`src/rtl/jk_pkg.sv`:
```
// rtl/jk_pkg.sv - shared JK encodings and parameter limits for the JK counter
package jk_pkg;

    typedef enum logic [1:0] {
        JK_HOLD = 2'b00,
        JK_CLR  = 2'b01,
        JK_SET  = 2'b10,
        JK_TGL  = 2'b11
    } jk_fn_e;

    localparam int WIDTH_MIN   = 2;
    localparam int WIDTH_MAX   = 16;
    localparam int MODULUS_MIN = 2;

    function automatic int modulus_max(input int width);
        return 1 << width;
    endfunction

endpackage

```
`src/rtl/jk_ff_cell.sv`:
```
// rtl/jk_ff_cell.sv - rising-edge JK flip-flop with synchronous active-low clear
module jk_ff_cell
    import jk_pkg::*;
(
    input  logic C,
    input  logic RESETn,
    input  logic J,
    input  logic K,
    output logic Q,
    output logic Qn
);

    logic [1:0] jk;
    assign jk = {J, K};

    always_ff @(posedge C) begin
        if (!RESETn) begin
            Q <= 1'b0;
        end else begin
            case (jk)
                JK_HOLD: Q <= Q;
                JK_CLR:  Q <= 1'b0;
                JK_SET:  Q <= 1'b1;
                JK_TGL:  Q <= ~Q;
                default: Q <= Q;
            endcase
        end
    end

    assign Qn = ~Q;

endmodule

```
`src/rtl/jk_counter_mod.sv`:
```
// rtl/jk_counter_mod.sv - modulo up/down counter with load, built from JK cells
module jk_counter_mod
    import jk_pkg::*;
#(
    parameter int WIDTH   = 4,
    parameter int MODULUS = 16
) (
    input  logic             C,
    input  logic             RESETn,
    input  logic             EN,
    input  logic             UP,
    input  logic             LOAD,
    input  logic [WIDTH-1:0] D,
    output logic [WIDTH-1:0] Q,
    output logic [WIDTH-1:0] Qn,
    output logic             TC
);

    generate
        if (WIDTH < WIDTH_MIN || WIDTH > WIDTH_MAX ||
            MODULUS < MODULUS_MIN || MODULUS > modulus_max(WIDTH)) begin : g_bad_params
            $error("jk_counter_mod: illegal WIDTH/MODULUS combination");
        end
    endgenerate

    localparam logic [WIDTH-1:0] MAX = WIDTH'(MODULUS - 1);

    logic [WIDTH-1:0] q;
    logic [WIDTH-1:0] qn;
    logic [WIDTH-1:0] n;
    logic [WIDTH-1:0] inc;
    logic [WIDTH-1:0] dec;
    logic [WIDTH-1:0] j;
    logic [WIDTH-1:0] k;
    logic             d_ok;

    // A full-range modulus cannot see an out-of-range load value.
    generate
        if (MODULUS == modulus_max(WIDTH)) begin : g_full
            assign d_ok = 1'b1;
        end else begin : g_part
            assign d_ok = (D <= MAX);
        end
    endgenerate

    assign inc = (q == MAX)   ? '0  : q + 1'b1;
    assign dec = (q == '0)    ? MAX : q - 1'b1;

    always_comb begin
        n = q;
        if (!RESETn) begin
            n = '0;
        end else if (LOAD) begin
            n = d_ok ? D : '0;
        end else if (EN) begin
            n = UP ? inc : dec;
        end
    end

    assign j = n & ~q;
    assign k = ~n & q;

    generate
        for (genvar i = 0; i < WIDTH; i++) begin : g_cell
            jk_ff_cell u_cell (
                .C      (C),
                .RESETn (RESETn),
                .J      (j[i]),
                .K      (k[i]),
                .Q      (q[i]),
                .Qn     (qn[i])
            );
        end
    endgenerate

    assign Q  = q;
    assign Qn = qn;
    assign TC = RESETn & EN & ~LOAD & (UP ? (q == MAX) : (q == '0));

endmodule
```
`config.mk`:
```
export PLATFORM = sky130hd
export DESIGN_NAME = jk_counter_mod
export DESIGN_NICKNAME = d
export VERILOG_FILES = /design/src/rtl/jk_pkg.sv /design/src/rtl/jk_ff_cell.sv /design/src/rtl/jk_counter_mod.sv
export SDC_FILE = /design/constraint.sdc
export NUM_CORES = 1
export LEC_CHECK = 0
export BUFFER_PORTS_ARGS = -buffer_cell sky130_fd_sc_hd__clkbuf_2
export CAP_MARGIN = 10
export CORE_UTILIZATION = 35
export DETAILED_ROUTE_END_ITERATION = 7
export SYNTH_ARGS = -nofsm -noshare
export SYNTH_HDL_FRONTEND = slang
export SYNTH_SLANG_ARGS = --single-unit
```
`constraint.sdc`:
```
create_clock -name C -period 3.3 [get_ports C]
set_clock_uncertainty 0.15 [all_clocks]
set_input_delay 0.165 -clock C [delete_from_list [all_inputs] [get_ports C]]
set_output_delay 0.165 -clock C [all_outputs]
set_load 0.02 [all_outputs]
```
# == Yosys cells after proc, flatten, opt, wreduce, memory -nomap -nowiden ==
# Index checks and enable logic that the tools add are counted.
# word_totals
register_bits,4
out_inout_bits,9
elab_cells,47
in_bits,9
# op_classes
bitwise_logic,12
mux,11
n_eq_ne,13
add_sub_neg,2
reduce_logical,5
# op_table
cell,count
$mux W4,6
$eq A2 B2 Y1 const B,8
$pmux W1 S3,4
$and A4 B4 Y4,2
$eq A2 B1 Y1 const B,4
$logic_not A2 Y1,4
$not A4 Y4,2
$not A1 Y1,5
$add A4 B1 Y4 const B,1
$eq A4 B4 Y1 const B,1
$logic_not A4 Y1,1
$sub A4 B1 Y4 const B,1
$and A1 B1 Y1,3
$mux W1,1

# == Depth between registers and ports, before layout ==
# Gate-level depths: netlist of run 1.
# logic_depth
ltp_word,10
mapped_depth,10
depth_no_buf,9

# == Hierarchy ==
# A second synthesis of run 1 with hierarchy kept.
# unflattened
hier_cells,66
area_unflattened_um2,452.9
# modules_own_cells
module,cells_per_inst,area_per_inst_um2,instances,seq_area_each_um2
jk_counter_mod,50,302.8,1,0.0
jk_ff_cell,4,37.5,4,20.0

# == Least setup slack after synthesis of run 1 ==
# OpenSTA, ideal clock, no wires.
# synth_path
kind,flip-flop to flip-flop
start,reg g_cell[0].u_cell.Q
end,reg g_cell[0].u_cell.Q
setup_slack_ps,1254
n_path_buf,1
period_less_slack_ps,2046
setup_time_ps,116
stages_incl_launch_ff,11
required_time_ps,3034
arrival_time_ps,1780
cell_sequence,dfxtp_1 > buf_6 > inv_1 > ha_1 > or3b_1 > a21oi_1 > o221ai_1 > nand2_1 > ha_1 > mux2i_1 > nor2b_1
# synth_between
elab_cells_between_ends,20
classes_between,add/sub (2); eq/ne (4); mux (7); bitwise (5); reduce/logical (2)
# synth_lines
element,line,source
"start, declared",jk_ff_cell.sv:9,"output logic Q,"
"start signal, assigned",jk_ff_cell.sv:24,JK_TGL: Q <= ~Q;
$not A1 Y1,-,
named net g_cell[0].u_cell.Qn,jk_ff_cell.sv:10,output logic Qn
$pmux W1 S3,jk_ff_cell.sv:20,case (jk)
# The timed path passes the listed nets, and every way through them passes these cells.
# A chain may end at the register's enable or synchronous reset.

# == Worst setup path in the final report of run 1 ==
# layout_path
start,reg g_cell[0].u_cell.Q
end,reg g_cell[1].u_cell.Q
# layout_between
elab_chain_cells,10
elab_cells_between_ends,18
classes_between,add/sub (2); eq/ne (4); mux (7); bitwise (3); reduce/logical (2)
# layout_lines
element,line,source
"$sub A4 B1 Y4, or another cell as far along",jk_counter_mod.sv:47,assign dec = (q == '0) ? MAX : q - 1'b1;
$mux W4 (on tied branches),"jk_counter_mod.sv:47, jk_counter_mod.sv:46",
$mux W4 *,jk_counter_mod.sv:56,n = UP ? inc : dec;
$mux W4 *,jk_counter_mod.sv:55,end else if (EN) begin
$mux W4 *,jk_counter_mod.sv:53,end else if (LOAD) begin
$mux W4 *,jk_counter_mod.sv:51,if (!RESETn) begin
$not A4 Y4,jk_counter_mod.sv:61,assign k = ~n & q;
$and A4 B4 Y4,jk_counter_mod.sv:61,
$eq A2 B2 Y1 / $eq A2 B1 Y1 (equally long branches),jk_ff_cell.sv:20,
$pmux W1 S3,jk_ff_cell.sv:20,
"end signal, assigned",jk_ff_cell.sv:24,
"end, declared",jk_ff_cell.sv:9,
# Mark *: on every way between the ends. The rest lies on a longest branch, timed or not.

==> run_results.csv, run 1 <==
group,metric,value,unit
run_status,status,"completed",
synthesis,synth_seq_cells,4,
power,switching_share,0.322,
synthesis,synth_warnings,0,
timing,fin_crit,2.28,ns
placement,post-dp-hpwl,813,µm
grt,antenna_found_initial,0,
timing,setup_tns,0,ns
placement,placed_cell_area,557,µm²
floorplan,coreArea,1350,µm²
floorplan,die_x,40.7,µm
critical_path,critical_path_class,"flop to flop",
critical_path,slowest_delay,0.51,ns
detailed_routing,dr.pass1.iters,3,
synthesis,synth_top_area_frac,0.153,
detailed_routing,post-route-drc-count,0,
critical_path,reg2reg_setup_slack,1.02,ns
timing,fin_crit_sh,0.691,
power,p_leak,0.282,nW
synthesis,yosys.cell_types.count,27,
clock_tree,cts-root-buf,"clkbuf_4",
clock_tree,clock_path_buffers,2,
clock_tree,postCtsSetupBuffers,0,
power,clkPwrFrac,0.356,
clock_tree,numCtsBuffers,3,
floorplan,die_y,40.7,µm
critical_path,crit_family,"adder cells",
floorplan,initial_utilization,0.388,
clock_tree,clkTransAtPathRegs,0.04,ns
job,drv_cap,0,
critical_path,path_depth,9,
hold_path,hold_path.class,"input pin to flop",
floorplan,io_pins,18,
timing,hold_viol_final,0,
timing,worstMarginPinSlew,0.337,ns
clock_tree,h-tree-depth,1,
timing,slew_headroom,0.775,
critical_path,cp-end-kind,"flop",
finish,reg_top3,"g_cell.u_cell.Q x4",
timing,finalSetupViolations,0,
detailed_routing,finalWirelength,1070,µm
detailed_routing,wl_met1,561,µm
critical_path,rr_worst_depth,9,
grt,grt_pass1_wl,1630,µm
finish,synthToLayoutAreaGrowth,10.5,%
grt,grt_pass1_vias,372,
clock_tree,clk_latency,0.24,ns
critical_path,crit_path_end,"g_cell[1].u_cell.Q$_SDFFE_PN0P_",
timing,slew_viol_final,0,
synthesis,synth_cells,64,
synthesis,synth.largest_area_cell,"dfxtp_1",
critical_path,r2r-end,"g_cell[1].u_cell.Q$_SDFFE_PN0P_",
finish,drive_above_1_share,0.307,
critical_path,r2r_start,"g_cell[0].u_cell.Q$_SDFFE_PN0P_",
critical_path,cp.arrival,2.25,ns
finish,fill_cells,143,
finish,n_antenna_cell,0,
floorplan,fp-row-count,13,
finish,fin_area,579,µm²
critical_path,worstSetupStartpointType,"flop",
synthesis,syn-cell-area,524,µm²
detailed_routing,drt_iter0_markers,15,
timing,grt_setup_unrepaired,"no",
finish,nets,92,
detailed_routing,antenna_left,0,
power,seqPwrFrac,0.322,
critical_path,worstPathCellList,"inv_1, ha_1, xnor2_1, mux2i_1, o21ai_0, and2_1, ha_1, mux2i_1, nor2b_1",
clock_tree,hold_buffers,0,
power,internal-power,118,µW
grt,track_usage,0.148,
critical_path,crit_path_top_delay_cell,"dfxtp_1",
detailed_routing,post_drt_wl_per_cell,11.9,µm
finish,largest_register,"g_cell.u_cell.Q",
detailed_routing,wl_met3,41,µm
critical_path,cp-startpoint,"g_cell[0].u_cell.Q$_SDFFE_PN0P_",
synthesis,ys_seq_area_frac,0.153,
clock_tree,ctsResizeCount,0,
timing,max_freq,439,MHz
synthesis,synth_area_per_cell,8.19,µm²
critical_path,path_buf_inv,1,
detailed_routing,vias_per_cell,5.20,
synthesis,synth_nets,79,
critical_path,critPathRequiredTime,3.27,ns
power,powerDensity,300,nW/µm²
placement,port_buffers,17,
power,p_sw,55.9,µW
synthesis,synth.area.top_cells,"dfxtp_1, ha_1, buf_4",
detailed_routing,top_layer,"met4",
placement,place_congestion,0.706,
detailed_routing,wl_met2,447,µm
critical_path,path_max_fanout,10,
grt,grt_overflow,0,
power,combPwrFrac,0.322,
detailed_routing,num_vias,468,
grt,grt_start_max_net_pins,11,
floorplan,dieArea,1660,µm²
clock_tree,cts_tree,"done",
finish,largest_reg_flops,4,
clock_tree,clock_sinks,4,
power,ir_drop,170,µV
[cell families (layout without fill, tap and decap cells)]
family,after synthesis,in the layout,share of synthesized area
mux,6,6,0.117
simple gates,17,17,0.191
xor+xnor,2,2,0.0334
fa+ha+maj,6,6,0.143
compound gates,15,15,0.191
buf+inv,14,25,0.172
flops,4,4,0.153
[synthesized netlist by cell type]
cell type,count
nand4_1,1
inv_1,5
o21bai_2,1
a211o_1,1
buf_6,1
nor3_1,1
nand2_1,3
nand2b_1,1
o311ai_1,1
a21oi_1,4
o221ai_1,1
a31oi_1,1
mux2i_1,5
buf_4,8
xnor2_1,2
and3_2,1
and3_1,1
o311ai_0,1
o21ai_0,4
mux2_2,1
o31ai_1,1
or3b_1,1
nor2b_1,6
ha_1,6
and2_1,1
nand3_1,1
dfxtp_1,4
[layer usage]
layer,vias to the layer above,track usage
met1,212,0.208
met2,11,0.218
li1,243,-
met5,-,0
met3,2,0.0163
met4,0,0.0750
[metrics by stage]
step / total power [mW] / std cells / hold WS (ns) / worst slack [ns] / utilization
after floorplan: 0.101 / 64 / 0.143 / 1.25 / -
after global placement: 0.112 / 87 / 0.375 / 1.05 / 0.412
after detailed placement: 0.113 / 87 / 0.373 / 1.05 / 0.412
after CTS: 0.177 / 90 / 0.127 / 1.05 / 0.429
after global routing: 0.187 / 90 / 0.143 / 0.850 / 0.429
final: 0.174 / 90 / 0.137 / 1.02 / 0.429
[worst min path at each step]
stage	start	endpoint	slack (ns)	cells after the start
floorplan	RESETn	g_cell[0].u_cell.Q$_SDFFE_PN0P_	0.14	1
global placement	RESETn	g_cell[2].u_cell.Q$_SDFFE_PN0P_	0.37	2
detailed placement	RESETn	g_cell[1].u_cell.Q$_SDFFE_PN0P_	0.37	2
CTS	RESETn	g_cell[3].u_cell.Q$_SDFFE_PN0P_	0.13	2
global route	RESETn	g_cell[1].u_cell.Q$_SDFFE_PN0P_	0.14	2
finish	RESETn	g_cell[3].u_cell.Q$_SDFFE_PN0P_	0.14	2
[layout by cell type (no fill, tap or decap), drive strengths merged, types with 3 or more instances in the layout]
cell | synthesis | layout
a21oi | 4 | 4
clkbuf | 0 | 20
dfxtp | 4 | 4
ha | 6 | 6
inv | 5 | 5
mux2i | 5 | 5
nand2 | 3 | 3
nor2b | 6 | 6
o21ai | 4 | 4
[power by group through the flow]
| stage | clock network, mW | logic, mW | registers, mW |
|---|---|---|---|
| floorplan | 0 | 0.0461 | 0.0546 |
| detailed placement | 0 | 0.0560 | 0.0565 |
| CTS | 0.0653 | 0.0562 | 0.0557 |
| finish | 0.0619 | 0.0559 | 0.0559 |
| global placement | 0 | 0.0555 | 0.0565 |
| global route | 0.0670 | 0.0633 | 0.0564 |
[area by class of cell]
cell class	instances	area (µm²)	area share
multi-input combinational	46	354	0.611
clock buffer	3	22.5	0.0389
tap	15	18.8	0.0324
inverter	5	18.8	0.0324
timing repair buffer	17	85.1	0.147
sequential	4	80.1	0.138
Note: power is estimated with default switching activity, not from simulation.
==> run 2, diff against run 1 <==
- clock period: 3.3 -> 2.2 ns (I/O delays scaled with it)
==> run 2 against run 1 <==
Against the previous run: critical path depth unchanged; fmax increased by 11%; critical endpoint is now g_cell[2].u_cell.Q$_SDFFE_PN0P_; highest routed layer unchanged; utilization up 1.7 points; hold slack lost 0.064 ns; largest cell class unchanged; global-route usage shrank 0.15 points.
==> run_results.csv, run 2 (synthesis results as in run 1) <==
group,metric,value,unit
clock_tree,clock_sinks,4,
clock_tree,clkTransAtPathRegs,0.04,ns
clock_tree,hold_buffers,0,
critical_path,cp.arrival,2.03,ns
timing,slew_viol_final,0,
floorplan,initial_utilization,0.388,
run_status,status,"completed",
finish,nets,95,
finish,drive_above_1_share,0.333,
finish,mostFrequentLayoutCell,"clkbuf_2",
clock_tree,clock_path_buffers,2,
placement,post-dp-hpwl,838,µm
finish,largest_register,"g_cell.u_cell.Q",
grt,grt_overflow,0,
timing,grt_setup_unrepaired,"no",
hold_path,hold_path.class,"input pin to flop",
detailed_routing,drt_iter0_markers,7,
critical_path,critPathRequiredTime,2.17,ns
finish,largest_reg_flops,4,
finish,layout_common_cells,"clkbuf_2, nor2b_1, ha_1, inv_1, mux2i_1",
floorplan,io_pins,18,
clock_tree,ctsResizeCount,0,
critical_path,path_max_fanout,7,
timing,slew_headroom,0.805,
finish,synthToLayoutAreaGrowth,14.8,%
floorplan,dieArea,1660,µm²
timing,hold_viol_final,0,
timing,finalSetupViolations,0,
critical_path,crit_path_top_delay_cell,"dfxtp_1",
grt,grt_start_max_net_pins,11,
grt,track_usage,0.146,
clock_tree,cts-root-buf,"clkbuf_4",
clock_tree,postCtsSetupBuffers,0,
clock_tree,numCtsBuffers,3,
detailed_routing,antenna_left,0,
timing,fin_crit_sh,0.937,
detailed_routing,finalWirelength,1020,µm
detailed_routing,vias_per_cell,4.98,
placement,port_buffers,17,
timing,max_freq,485,MHz
floorplan,coreArea,1350,µm²
critical_path,slowest_delay,0.32,ns
finish,reg_top3,"g_cell.u_cell.Q x4",
grt,antenna_found_initial,0,
timing,worstMarginPinSlew,0.289,ns
floorplan,fp-row-count,13,
power,powerDensity,428,nW/µm²
detailed_routing,post_drt_wl_per_cell,11.0,µm
job,drv_cap,0,
floorplan,die_y,40.7,µm
finish,n_antenna_cell,0,
power,p_leak,0.297,nW
detailed_routing,dr.pass1.iters,4,
detailed_routing,num_vias,463,
clock_tree,clk_latency,0.23,ns
critical_path,crit_top_cell,"ha_1",
grt,grt_pass1_vias,384,
critical_path,critical_path_class,"flop to flop",
timing,setup_tns,0,ns
floorplan,die_x,40.7,µm
grt,grt_pass1_wl,1600,µm
power,p_total,257,µW
clock_tree,h-tree-depth,1,
power,ir_drop,253,µV
detailed_routing,post-route-drc-count,0,
critical_path,cp-end-kind,"flop",
timing,fin_crit,2.06,ns
critical_path,worstPathCellList,"buf_4, ha_1, mux2_2, nand2_1, xnor2_1, a21oi_1, ha_1, mux2i_1, nor2b_1",
finish,layout.core_utilization,0.446,
placement,place_congestion,0.734,
clock_tree,cts_tree,"done",
critical_path,worstSetupStartpointType,"flop",
## run 2: cell count changes in the layout (fill, tap and decap cells not counted), sizes merged
| cell | previous run | this run |
|---|---|---|
| buf | 0 | 3 |
## run 2: worst paths after layout
| path | startpoint | to | slack (ns) | cells past startpoint |
|---|---|---|---|---|
| worst max-delay path | g_cell[0].u_cell.Q$_SDFFE_PN0P_ | g_cell[2].u_cell.Q$_SDFFE_PN0P_ | 0.14 | 9 |
| worst min-delay path | RESETn | g_cell[2].u_cell.Q$_SDFFE_PN0P_ | 0.07 | 2 |
| worst max register to register | g_cell[0].u_cell.Q$_SDFFE_PN0P_ | g_cell[2].u_cell.Q$_SDFFE_PN0P_ | 0.14 | 9 |
| worst min register to register | g_cell[0].u_cell.Q$_SDFFE_PN0P_ | g_cell[0].u_cell.Q$_SDFFE_PN0P_ | 0.41 | 2 |
## run 2: area by class of cell
class / instances / area, µm²
Tap cell: 15 / 18.8
Sequential cell: 4 / 80.1
Inverter: 5 / 18.8
Multi-Input combinational cell: 46 / 354
Clock buffer: 3 / 22.5
Fill cell: 143 / 748
Timing Repair Buffer: 20 / 108
## run 2: worst max-delay path, delay by kind of cell, from the launching register on
kind            cells  cell delay (ns)
fa+ha+maj           2             0.51
mux                 2             0.47
flops               1             0.32
buf+inv             1             0.16
simple gates        2             0.14
xor+xnor            1             0.11
compound gates      1             0.09
## run 2: through the flow
stage | instance area [µm²] | cells | hold WS [ns] | setup WS, ns
floorplan | 524 | 64 | 0.0882 | 0.154
CTS | 602 | 93 | 0.0644 | 0.125
finish | 602 | 93 | 0.0727 | 0.138
detailed placement | 579 | 90 | 0.309 | 0.130
global placement | 579 | 90 | 0.311 | 0.159
global route | 602 | 93 | 0.107 | 0.0123
## run 2: per-layer routing
layer,global-route usage,part of all wire,vias to the layer above
met2,0.183,0.44,11
met1,0.223,0.52,199
met4,0.100,0.0049,0
met3,0.0163,0.038,2
li1,-,-,251
met5,0,0,-
## run 2: power breakdown
part / internal, mW / leakage (nW) / switching [mW]
clock network: 0.0608 / 0.0138 / 0.0270
logic: 0.0416 / 0.250 / 0.0461
registers: 0.0764 / 0.0324 / 0.00532
total: 0.179 / 0.297 / 0.0785
==> run 3, diff against run 2 <==
- SETUP_SLACK_MARGIN: default -> 0.15
==> run 3 against run 2 <==
Against the previous run: sequential power about the same; final cell count is the same; power up 4.2%; critical path type unchanged; routed wire length up 7.2%; first-iteration DRC count rose by 71%; critical endpoint unchanged; combinational power up 12%; hold slack improved by 0.00056 ns; flip-flop and latch count is the same; fmax rose by 4.1%; via count increased by 3.7%; global-route usage did not move.
==> run_results.csv, run 3 (synthesis results as in run 1) <==
group,metric,value,unit
run_status,status,"completed",
job,drv_cap,0,
grt,grt_overflow,0,
grt,grt-busiest-layer,"met1",
grt,use_met2,0.183,
power,switching_share,0.314,
critical_path,cp-startpoint,"g_cell[0].u_cell.Q$_SDFFE_PN0P_",
finish,drive_above_1_share,0.487,
detailed_routing,finalWirelength,1090,µm
floorplan,initial_utilization,0.388,
clock_tree,clock_sinks,4,
placement,post-dp-hpwl,838,µm
critical_path,worstPathCellList,"buf_6, ha_4, mux2_2, nand2_2, xnor2_2, a21oi_2, ha_1, mux2i_1, nor2b_1",
detailed_routing,drt_iter0_markers,12,
grt,antenna_found_initial,0,
critical_path,path_buf_inv,1,
floorplan,dieArea,1660,µm²
clock_tree,cts-root-buf,"clkbuf_4",
power,combPwrFrac,0.367,
timing,finalSetupViolations,0,
critical_path,rr_worst_depth,9,
finish,mostFrequentLayoutCell,"clkbuf_2",
critical_path,path_max_fanout,7,
power,p_sw,84.1,µW
finish,layout_common_cells,"clkbuf_2, nor2b_1, mux2i_1, o21ai_0, ha_1",
clock_tree,cts_tree,"done",
power,powerDensity,405,nW/µm²
finish,largest_register,"g_cell.u_cell.Q",
grt,track_usage,0.146,
power,ir_drop,253,µV
critical_path,critPathRequiredTime,2.17,ns
detailed_routing,post_drt_wl_per_cell,11.8,µm
critical_path,path_depth,9,
critical_path,worstSetupStartpointType,"flop",
detailed_routing,dr.pass1.iters,4,
detailed_routing,vias_per_cell,5.16,
placement,place_congestion,0.734,
clock_tree,h-tree-depth,1,
clock_tree,clkTransAtPathRegs,0.04,ns
floorplan,die_x,40.7,µm
timing,setup_tns,0,ns
placement,place_ws,0.130,ns
clock_tree,numCtsBuffers,3,
hold_path,hold_path.class,"input pin to flop",
critical_path,cp-end-kind,"flop",
clock_tree,clk_latency,0.23,ns
finish,fill_cells,140,
grt,grt_start_max_net_pins,11,
power,seqPwrFrac,0.306,
critical_path,crit_path_top_delay_cell,"dfxtp_4",
timing,hold_viol_final,0,
finish,n_antenna_cell,0,
timing,slew_headroom,0.806,
detailed_routing,num_vias,480,
critical_path,crit_family,"multiplexers",
grt,grt_pass1_vias,384,
power,p_leak,0.304,nW
hold_path,whs_path_depth,2,
clock_tree,hold_buffers,0,
timing,slew_viol_final,0,
critical_path,r2r-end,"g_cell[2].u_cell.Q$_SDFFE_PN0P_",
finish,seq_area,88.8,µm²
timing,worstMarginPinSlew,0.287,ns
critical_path,critical_path_class,"flop to flop",
power,clkPwrFrac,0.327,
finish,fin_area,662,µm²
floorplan,die_y,40.7,µm
timing,grt_setup_unrepaired,"yes",
finish,synthToLayoutAreaGrowth,26.3,%
grt,grt_pass1_wl,1600,µm
timing,setup_slack,0.220,ns
critical_path,slowest_delay,0.35,ns
finish,multi_input_area,399,µm²
critical_path,crit_path_end,"g_cell[2].u_cell.Q$_SDFFE_PN0P_",
floorplan,io_pins,18,
timing,fin_crit,1.98,ns
critical_path,cp.arrival,1.95,ns
detailed_routing,post-route-drc-count,0,
placement,placed_cell_area,579,µm²
power,internal-power,184,µW
floorplan,coreArea,1350,µm²
finish,largest_reg_flops,4,
detailed_routing,antenna_left,0,
placement,port_buffers,17,
floorplan,fp-row-count,13,
grt,grtUsageMet1,0.223,
clock_tree,clock_path_buffers,2,
finish,nets,95,
timing,fin_crit_sh,0.900,
finish,reg_top3,"g_cell.u_cell.Q x4",
finish,layout.core_utilization,0.490,
timing,max_freq,505,MHz
critical_path,reg2reg_setup_slack,0.22,ns
grt,met3_usage,0.0163,
critical_path,r2r_start,"g_cell[0].u_cell.Q$_SDFFE_PN0P_",
==> run 3: layout make-up <==
| cell class | instances | area share |
|---|---|---|
| Multi-Input combinational cell | 46 | 0.603 |
| Timing Repair Buffer | 20 | 0.168 |
| Sequential cell | 4 | 0.134 |
| Clock buffer | 3 | 0.0340 |
| Inverter | 5 | 0.0321 |
| Tap cell | 15 | 0.0284 |
==> run 3: what timing repair did <==
item                                    CTS  global route
endpoints found under the hold margin     0             0
buffers inserted                          0             0
gates resized for setup                   2            16
endpoints found under the setup margin    3             5
pin swaps                                 0             8
==> run 3: worst min path at each step <==
| stage | from | endpoint | slack (ns) |
|---|---|---|---|
| after floorplan | RESETn | g_cell[0].u_cell.Q$_SDFFE_PN0P_ | 0.09 |
| after global placement | RESETn | g_cell[3].u_cell.Q$_SDFFE_PN0P_ | 0.31 |
| after detailed placement | RESETn | g_cell[1].u_cell.Q$_SDFFE_PN0P_ | 0.31 |
| after CTS | RESETn | g_cell[1].u_cell.Q$_SDFFE_PN0P_ | 0.06 |
| after global routing | RESETn | g_cell[2].u_cell.Q$_SDFFE_PN0P_ | 0.11 |
| final | RESETn | g_cell[3].u_cell.Q$_SDFFE_PN0P_ | 0.07 |
==> run 3: power groups by stage <==
| stage | Clock [mW] | Combinational, mW | Sequential (mW) |
|---|---|---|---|
| detailed placement | 0 | 0.0880 | 0.0828 |
| finish | 0.0878 | 0.0983 | 0.0820 |
| CTS | 0.0937 | 0.0886 | 0.0820 |
| global route | 0.0952 | 0.109 | 0.0829 |
| global placement | 0 | 0.0871 | 0.0827 |
| floorplan | 0 | 0.0692 | 0.0818 |
==> run 3: stage by stage <==
stage	hold slack, ns	total power, mW	std cells
finish	0.0733	0.268	93
CTS	0.0644	0.264	93
detailed placement	0.309	0.171	90
floorplan	0.0882	0.151	64
global placement	0.311	0.170	90
global route	0.109	0.287	93
==> run 3: worst register-to-register path, delay by kind of cell (launching register included) <==
| family | cells | cell delay (ns) |
|---|---|---|
| xor+xnor | 1 | 0.11 |
| flops | 1 | 0.35 |
| fa+ha+maj | 2 | 0.45 |
| buf+inv | 1 | 0.14 |
| mux | 2 | 0.47 |
| compound gates | 1 | 0.07 |
| simple gates | 2 | 0.13 |
==> run 3: routing by layer <==
metal  part of all wire  wire, µm
met4             0.0046         5
met2               0.46       507
met1               0.48       529
met5                  0         0
met3              0.046        50
